$ cat src/rtl/seg7_scan_if.sv
// seg7_scan_if: host write channel and display outputs of the seven-segment scan controller
interface seg7_scan_if #(parameter int DIGITS = 8);
  logic                  wr_valid;
  logic                  wr_ready;
  logic [3*DIGITS-1:0]   wr_data;
  logic [DIGITS-1:0]     wr_mask;
  logic [2:0]            code_out;
  logic                  blank;
  logic [DIGITS-1:0]     digit_sel;
  logic                  frame_done;
  modport master (output wr_valid, wr_data, wr_mask, input wr_ready, code_out, blank, digit_sel, frame_done);
  modport slave  (input wr_valid, wr_data, wr_mask, output wr_ready, code_out, blank, digit_sel, frame_done);
endinterface

$ cat src/rtl/seg7_scan.sv
// seg7_scan: 8-digit multiplexed display scanner with frame-boundary double buffering
module seg7_scan #(
  parameter int DIGITS = 8,
  parameter int DIV    = 1000
) (
  input  logic        clk,
  input  logic        rst,
  seg7_scan_if.slave  bus
);
  localparam int CW = DIV > 1 ? $clog2(DIV) : 1;
  localparam int IW = $clog2(DIGITS);
  logic [CW-1:0]         cnt;
  logic [IW-1:0]         idx, idx_n;
  logic [3*DIGITS-1:0]   disp_data, pend_data, disp_data_n;
  logic [DIGITS-1:0]     disp_mask, pend_mask, disp_mask_n, sel_n;
  logic                  pend_full, tick, wrap, commit, accept, blank_n;
  always_comb begin
    tick        = cnt == CW'(DIV - 1);
    wrap        = tick && idx == IW'(DIGITS - 1);
    commit      = wrap && pend_full;
    accept      = bus.wr_valid && bus.wr_ready;
    idx_n       = wrap ? '0 : tick ? idx + 1'b1 : idx;
    disp_data_n = commit ? pend_data : disp_data;
    disp_mask_n = commit ? pend_mask : disp_mask;
    blank_n     = !disp_mask_n[idx_n];
    sel_n       = blank_n ? '1 : ~(DIGITS'(1) << idx_n);
  end
  assign bus.wr_ready = !pend_full && !rst;
  // outputs are computed from next-state values so the new frame shows from the commit edge
  always_ff @(posedge clk) begin
    if (rst) begin
      cnt            <= '0;
      idx            <= '0;
      disp_data      <= '0;
      disp_mask      <= '0;
      pend_data      <= '0;
      pend_mask      <= '0;
      pend_full      <= 1'b0;
      bus.code_out   <= '0;
      bus.blank      <= 1'b1;
      bus.digit_sel  <= '1;
      bus.frame_done <= 1'b0;
    end else begin
      cnt            <= tick ? '0 : cnt + 1'b1;
      idx            <= idx_n;
      disp_data      <= disp_data_n;
      disp_mask      <= disp_mask_n;
      pend_data      <= accept ? bus.wr_data : pend_data;
      pend_mask      <= accept ? bus.wr_mask : pend_mask;
      pend_full      <= accept || (pend_full && !commit);
      bus.code_out   <= disp_data_n[3*idx_n +: 3];
      bus.blank      <= blank_n;
      bus.digit_sel  <= sel_n;
      bus.frame_done <= wrap;
    end
  end
endmodule

$ cat src/flat_wrapper.sv
// flat-port wrapper written by rule: the top's interface ports become plain ports
module seg7_scan_flat 
#(
  parameter int DIGITS = 8,
  parameter int DIV    = 1000
)
  (clk, rst, bus_wr_valid, bus_wr_data, bus_wr_mask, bus_wr_ready, bus_code_out, bus_blank, bus_digit_sel, bus_frame_done);
  seg7_scan_if #(.DIGITS(DIGITS)) bus_i ();
  input  logic clk;
  input  logic rst;
  input wire logic [$bits(bus_i.wr_valid)-1:0] bus_wr_valid;
  input wire logic [$bits(bus_i.wr_data)-1:0] bus_wr_data;
  input wire logic [$bits(bus_i.wr_mask)-1:0] bus_wr_mask;
  output wire logic [$bits(bus_i.wr_ready)-1:0] bus_wr_ready;
  output wire logic [$bits(bus_i.code_out)-1:0] bus_code_out;
  output wire logic [$bits(bus_i.blank)-1:0] bus_blank;
  output wire logic [$bits(bus_i.digit_sel)-1:0] bus_digit_sel;
  output wire logic [$bits(bus_i.frame_done)-1:0] bus_frame_done;
  assign bus_i.wr_valid = bus_wr_valid;
  assign bus_i.wr_data = bus_wr_data;
  assign bus_i.wr_mask = bus_wr_mask;
  assign bus_wr_ready = bus_i.wr_ready;
  assign bus_code_out = bus_i.code_out;
  assign bus_blank = bus_i.blank;
  assign bus_digit_sel = bus_i.digit_sel;
  assign bus_frame_done = bus_i.frame_done;
  seg7_scan #(.DIGITS(DIGITS), .DIV(DIV)) u_core (.clk(clk), .rst(rst), .bus(bus_i));
endmodule
$ cat config.mk
export PLATFORM = sky130hd
export DESIGN_NAME = seg7_scan_flat
export DESIGN_NICKNAME = d
export VERILOG_FILES = /design/src/rtl/seg7_scan_if.sv /design/src/rtl/seg7_scan.sv /design/src/flat_wrapper.sv
export SDC_FILE = /design/constraint.sdc
export NUM_CORES = 1
export LEC_CHECK = 0
export ABC_AREA = 1
export BUFFER_PORTS_ARGS = -buffer_cell sky130_fd_sc_hd__clkbuf_2
export CORE_MARGIN = 3
export CORE_UTILIZATION = 57
export CTS_CLUSTER_DIAMETER = 80
export DETAILED_ROUTE_END_ITERATION = 16
export PLACE_DENSITY = 0.83
export RECOVER_POWER = 100
export SETUP_SLACK_MARGIN = 0.1
export SYNTH_ARGS = -nofsm -noshare
export SYNTH_HDL_FRONTEND = slang
export SYNTH_SLANG_ARGS = --single-unit
$ cat constraint.sdc
create_clock -name clk -period 2.2 [get_ports clk]
set_input_delay 0.66 -clock clk [delete_from_list [all_inputs] [get_ports clk]]
set_output_delay 0.66 -clock clk [all_outputs]
set_load 0.02 [all_outputs]
## Word-level counts from Yosys, hierarchy flattened

Index checks and enable logic that the tools add are counted.

- Reduce and logical (&&, ||, !) cells: 12
- Mux-type cells: 6
- Eq/ne operators: 2
- Shift operators: 2
- Multiply operators: 1
- Bitwise logic cells: 2
- Magnitude comparators: 1
- Add/subtract/negate cells: 2

Operators with widths:

| kind | count |
|---|---|
| 24-bit 2-to-1 mux | 1 |
| 24-bit by 6-bit variable part select with 3-bit output | 1 |
| 10-bit by 1-bit adder with 10-bit output (second input constant) | 1 |
| 10-bit == test (second input constant) | 1 |
| 8-bit 2-to-1 mux | 1 |
| 8-bit NOT | 1 |
| 1-bit by 3-bit << shifter with 8-bit output (first input constant) | 1 |
| 3-bit 2-to-1 mux | 2 |
| 1-bit logical AND | 5 |
| 2-bit by 3-bit multiplier with 5-bit output (first input constant) | 1 |
| 1-bit logical NOT | 4 |
| 3-bit by 4-bit < comparator with 1-bit output (second input constant) | 1 |
| 2-bit OR reduction | 2 |
| 3-bit by 1-bit adder with 3-bit output (second input constant) | 1 |
| 1-bit binary-select mux with 3-bit select | 1 |
| 3-bit == test (second input constant) | 1 |
| 1-bit logical OR | 1 |
| 1-bit 2-to-1 mux | 1 |
| 1-bit NOT | 1 |

- Register bits after elaboration: 91
- Bits of input ports: 35
- Logic and storage cells: 39

## Longest topological paths before layout

- Depth after elaboration: 8
- Mapped depth: 14

## Worst setup path after synthesis

No wires, ideal clock.

- Path kind: input to output
- From: in rst
- To: out bus_wr_ready
- Buffers on the path: 3
- Data required time: 1.540 ns
- Path slack: -0.088 ns
- Cell stages on the path: 4
- Arrival time: 1.628 ns
- Cell sequence: clkbuf_1 clkbuf_1 buf_1 nor2_1

- Cells in the longest elaborated chain, start to end: 2

Ends and longest elaborated chain:

| element | line | text |
|---|---|---|
| from (decl) | flat_wrapper.sv:10 | `input logic rst;` |
| 1-bit logical NOT | seg7_scan.sv:28 | `assign bus.wr_ready = !pend_full && !rst;` |
| 1-bit logical AND | seg7_scan.sv:28 |  |
| to (decl) | flat_wrapper.sv:14 | `output wire logic [$bits(bus_i.wr_ready)-1:0] bus_wr_ready;` |

No other way between the ends.

## Worst setup path after layout

- From: reg u_core.pend_full
- To: out bus_wr_ready

- Cells in the longest elaborated chain, start to end: 2

Ends and longest elaborated chain:

| element | line | text |
|---|---|---|
| from (decl) | seg7_scan.sv:16 | `logic pend_full, tick, wrap, commit, accept, blank_n;` |
| from (signal assigned) | seg7_scan.sv:50 | `pend_full <= accept \|\| (pend_full && !commit);` |
| 1-bit logical NOT | seg7_scan.sv:28 |  |
| 1-bit logical AND | seg7_scan.sv:28 |  |

No other way between the ends.

==> results.yml <==
outcome:
  status: "complete, no violations"
power:
  irDropWorstVdd_v: 0.000458
  power_density_nw_per_um2: 701
  p_leak_nw: 1.75
cts:
  cts_made_buffers: 9
  h-tree-depth: 3
  clock_latency_ns: 0.36
  cts_sinks: 91
  cts_root_buf: "clkbuf_8"
  cts_tree: "yes"
  path_clk_slew_ns: 0.08
  clk_path_buf_depth: 2
  hold_buffers: 0
layout:
  syn_to_final_growth_pct: 14.0
  diodes: 0
  final_nets: 578
  drive_gt1_share_pct: 16.5
timing:
  min_period_over_period_pct: 91.9
  finalHoldViolations: 0
  fin_setup_tns_ns: 0
  slew_headroom_pct: 60.1
  rsz0062_at_grt: "false"
  fmax_mhz: 495
  layout_min_cycle_time_ns: 2.02
  whs_ns: 0.445
  maxSlewViolCount: 0
  skew_ns: 0.00808
  finalSetupViolCount: 0
  max_slew.worst_pin.slew_ns: 0.598
hold_path:
  holdPathEnd: "u_core.cnt[0]"
  hold_depth: 1
  min-delay-start: "u_core.cnt[0]"
  hold_path.class: "flip-flop to flip-flop"
drt:
  vias: 3164
  routed_via_density: 5.10
  post_drt_wl_per_cell_um: 13.0
  totalWireLength_um: 8040
  drt-pass1-iter-count: 4
  drt_iter0_drc: 236
  ant_nets: 0
  drc_errors: 0
die:
  coreArea_um2: 6130
  fp.dieW_um: 87.0
  chipHeight_um: 87.0
  start_util_pct: 61.1
  dieArea_um2: 7580
  rows: 28
  ios: 49
global_routing:
  grt-ovfl-total: 0
  grt_pass1_wl_um: 13500
  first_global_vias: 3070
  grt_usage_pct: 22.4
  grt_start_max_net_pins: 53
  antenna_found_initial: 0
synth:
  syn_area_per_cell_um2: 7.59
  synth_area_um2: 3740
  syn_nets: 531
  synth-seq-cells: 91
  ys_seq_area_share_pct: 48.7
  synth_warnings: 0
  synthCells: 493
  ys_types: 32
placement:
  place_congestion: 0.918
  port_buffers: 48
  dpl.hpwl_um: 5530
setup_path:
  path_cells: "clkbuf_1 > nor2_2 > clkbuf_2"
  critPathCaptureType: "output pin"
  r2r_slack_ns: 0.18
  cp_data_arrival_time_ns: 1.36
  critPathKind: "flip-flop to output pin"
  worstReg2RegEnd: "u_core.bus.digit_sel[3]"
  timing.rr.start: "u_core.cnt[0]"
  reg2reg_depth: 12
  worst_ep_required_time_ns: 1.54
  cp_top_family: "buffers and inverters"
  cp_slowest_cell: "dfxtp_1"
  cp-start-kind: "flip-flop"
  crit_buf_inv: 2
  cp_slowest_stage_delay_ns: 0.42
  crit_fanout: 6
run:
  cap_violations: 0
-- registers in the layout (all words and copies together) (netlist names) --
signal and cells:
u_core.disp_data 24, u_core.bus.code_out 3, u_core.pend_mask 8, u_core.bus.digit_sel 8, u_core.pend_full 1, u_core.bus.frame_done 1
u_core.pend_data 24, u_core.cnt 10, u_core.idx 3, u_core.disp_mask 8, u_core.bus.blank 1
-- power by group --
part	switching (W)	internal, W
Sequential	0.0000157	0.00169
Clock	0.000599	0.000530
Combinational	0.0000972	0.0000594
-- synth_stat cells, drive strengths merged --
cell type    n  area share, %
nand4        3           0.67
o21ai       39            5.6
nor2        59            7.1
o31ai       29            5.8
nand2      127             14
ha           3            1.0
nor3b        1           0.20
a31oi        2           0.33
clkinv       1           0.10
buf          7            1.4
nor3         6           0.94
xor2         3           0.70
o21bai       1           0.20
dfxtp       91             49
clkbuf      14            1.4
a21oi        6           0.80
nand3       21            3.1
o21a         3           0.60
inv         77            7.7
-- layer usage --
layer	up-vias	track usage [%]	share of wire, %
met5	-	0	0
met4	0	9.77	1.9
met3	17	4.73	5.5
met2	90	37.3	48
met1	1416	27.7	44
li1	1641	-	-
-- worst max path at each step --
stage | cells past startpoint | slack (ns) | from | endpoint
after floorplan | 4 | 0.15 | rst | bus_wr_ready
after global placement | 13 | 0.26 | u_core.idx[0] | u_core.bus.code_out[2]
after detailed placement | 13 | 0.21 | u_core.idx[1] | u_core.bus.code_out[2]
after CTS | 14 | 0.20 | u_core.cnt[0] | u_core.bus.digit_sel[3]
after global routing | 12 | 0.07 | u_core.cnt[7] | u_core.bus.digit_sel[3]
final | 3 | 0.18 | u_core.pend_full | bus_wr_ready
-- metrics by stage --
step	cell area [um2]	total power, W	setup slack, ns	instances	utilization, %
floorplan	3750	0.00184	0.146	493	-
global placement	4080	0.00191	0.259	602	66.6
detailed placement	4080	0.00191	0.211	602	66.6
CTS	4280	0.00302	0.196	618	69.9
global route	4270	0.00312	0.0703	620	69.6
finish	4270	0.00299	0.178	620	69.6
-- cell usage in the layout (no fill, tap or decap), drive strengths merged, types with 4 or more instances in the layout --
cell	count
a21oi	6
buf	5
clkbuf	60
clkinvlp	4
dfxtp	91
inv	79
nand2	128
nand3	21
nor2	59
nor3	6
o21ai	39
o31ai	29
-- layout make-up --
cell class	count	area (um2)
fill	501	1860
sequential	91	1820
multi-input combinational	304	1560
timing repair buffer	56	299
inverter	78	299
clock buffer	9	124
tap	75	93.8
clock inverter	7	75.1
-- logic make-up (layout without fill, tap and decap cells) --
group                    after synthesis  count (layout)  share of synthesized area (%)
AND/OR/NAND/NOR                      217             218                           25.6
buffers and inverters                 99             150                           10.6
flip-flops                            91              91                           48.7
AO/OA/AOI/OAI                         80              80                           13.4
adder cells (fa/ha/maj)                3               3                           1.00
XOR/XNOR                               3               3                          0.702
-- repair_timing --
action | CTS | global route
gates resized for setup | 0 | 12
hold endpoints to repair | 0 | 0
endpoints found under the setup margin | 0 | 11
setup buffers | 0 | 1
(Power assumes the default switching activity.)
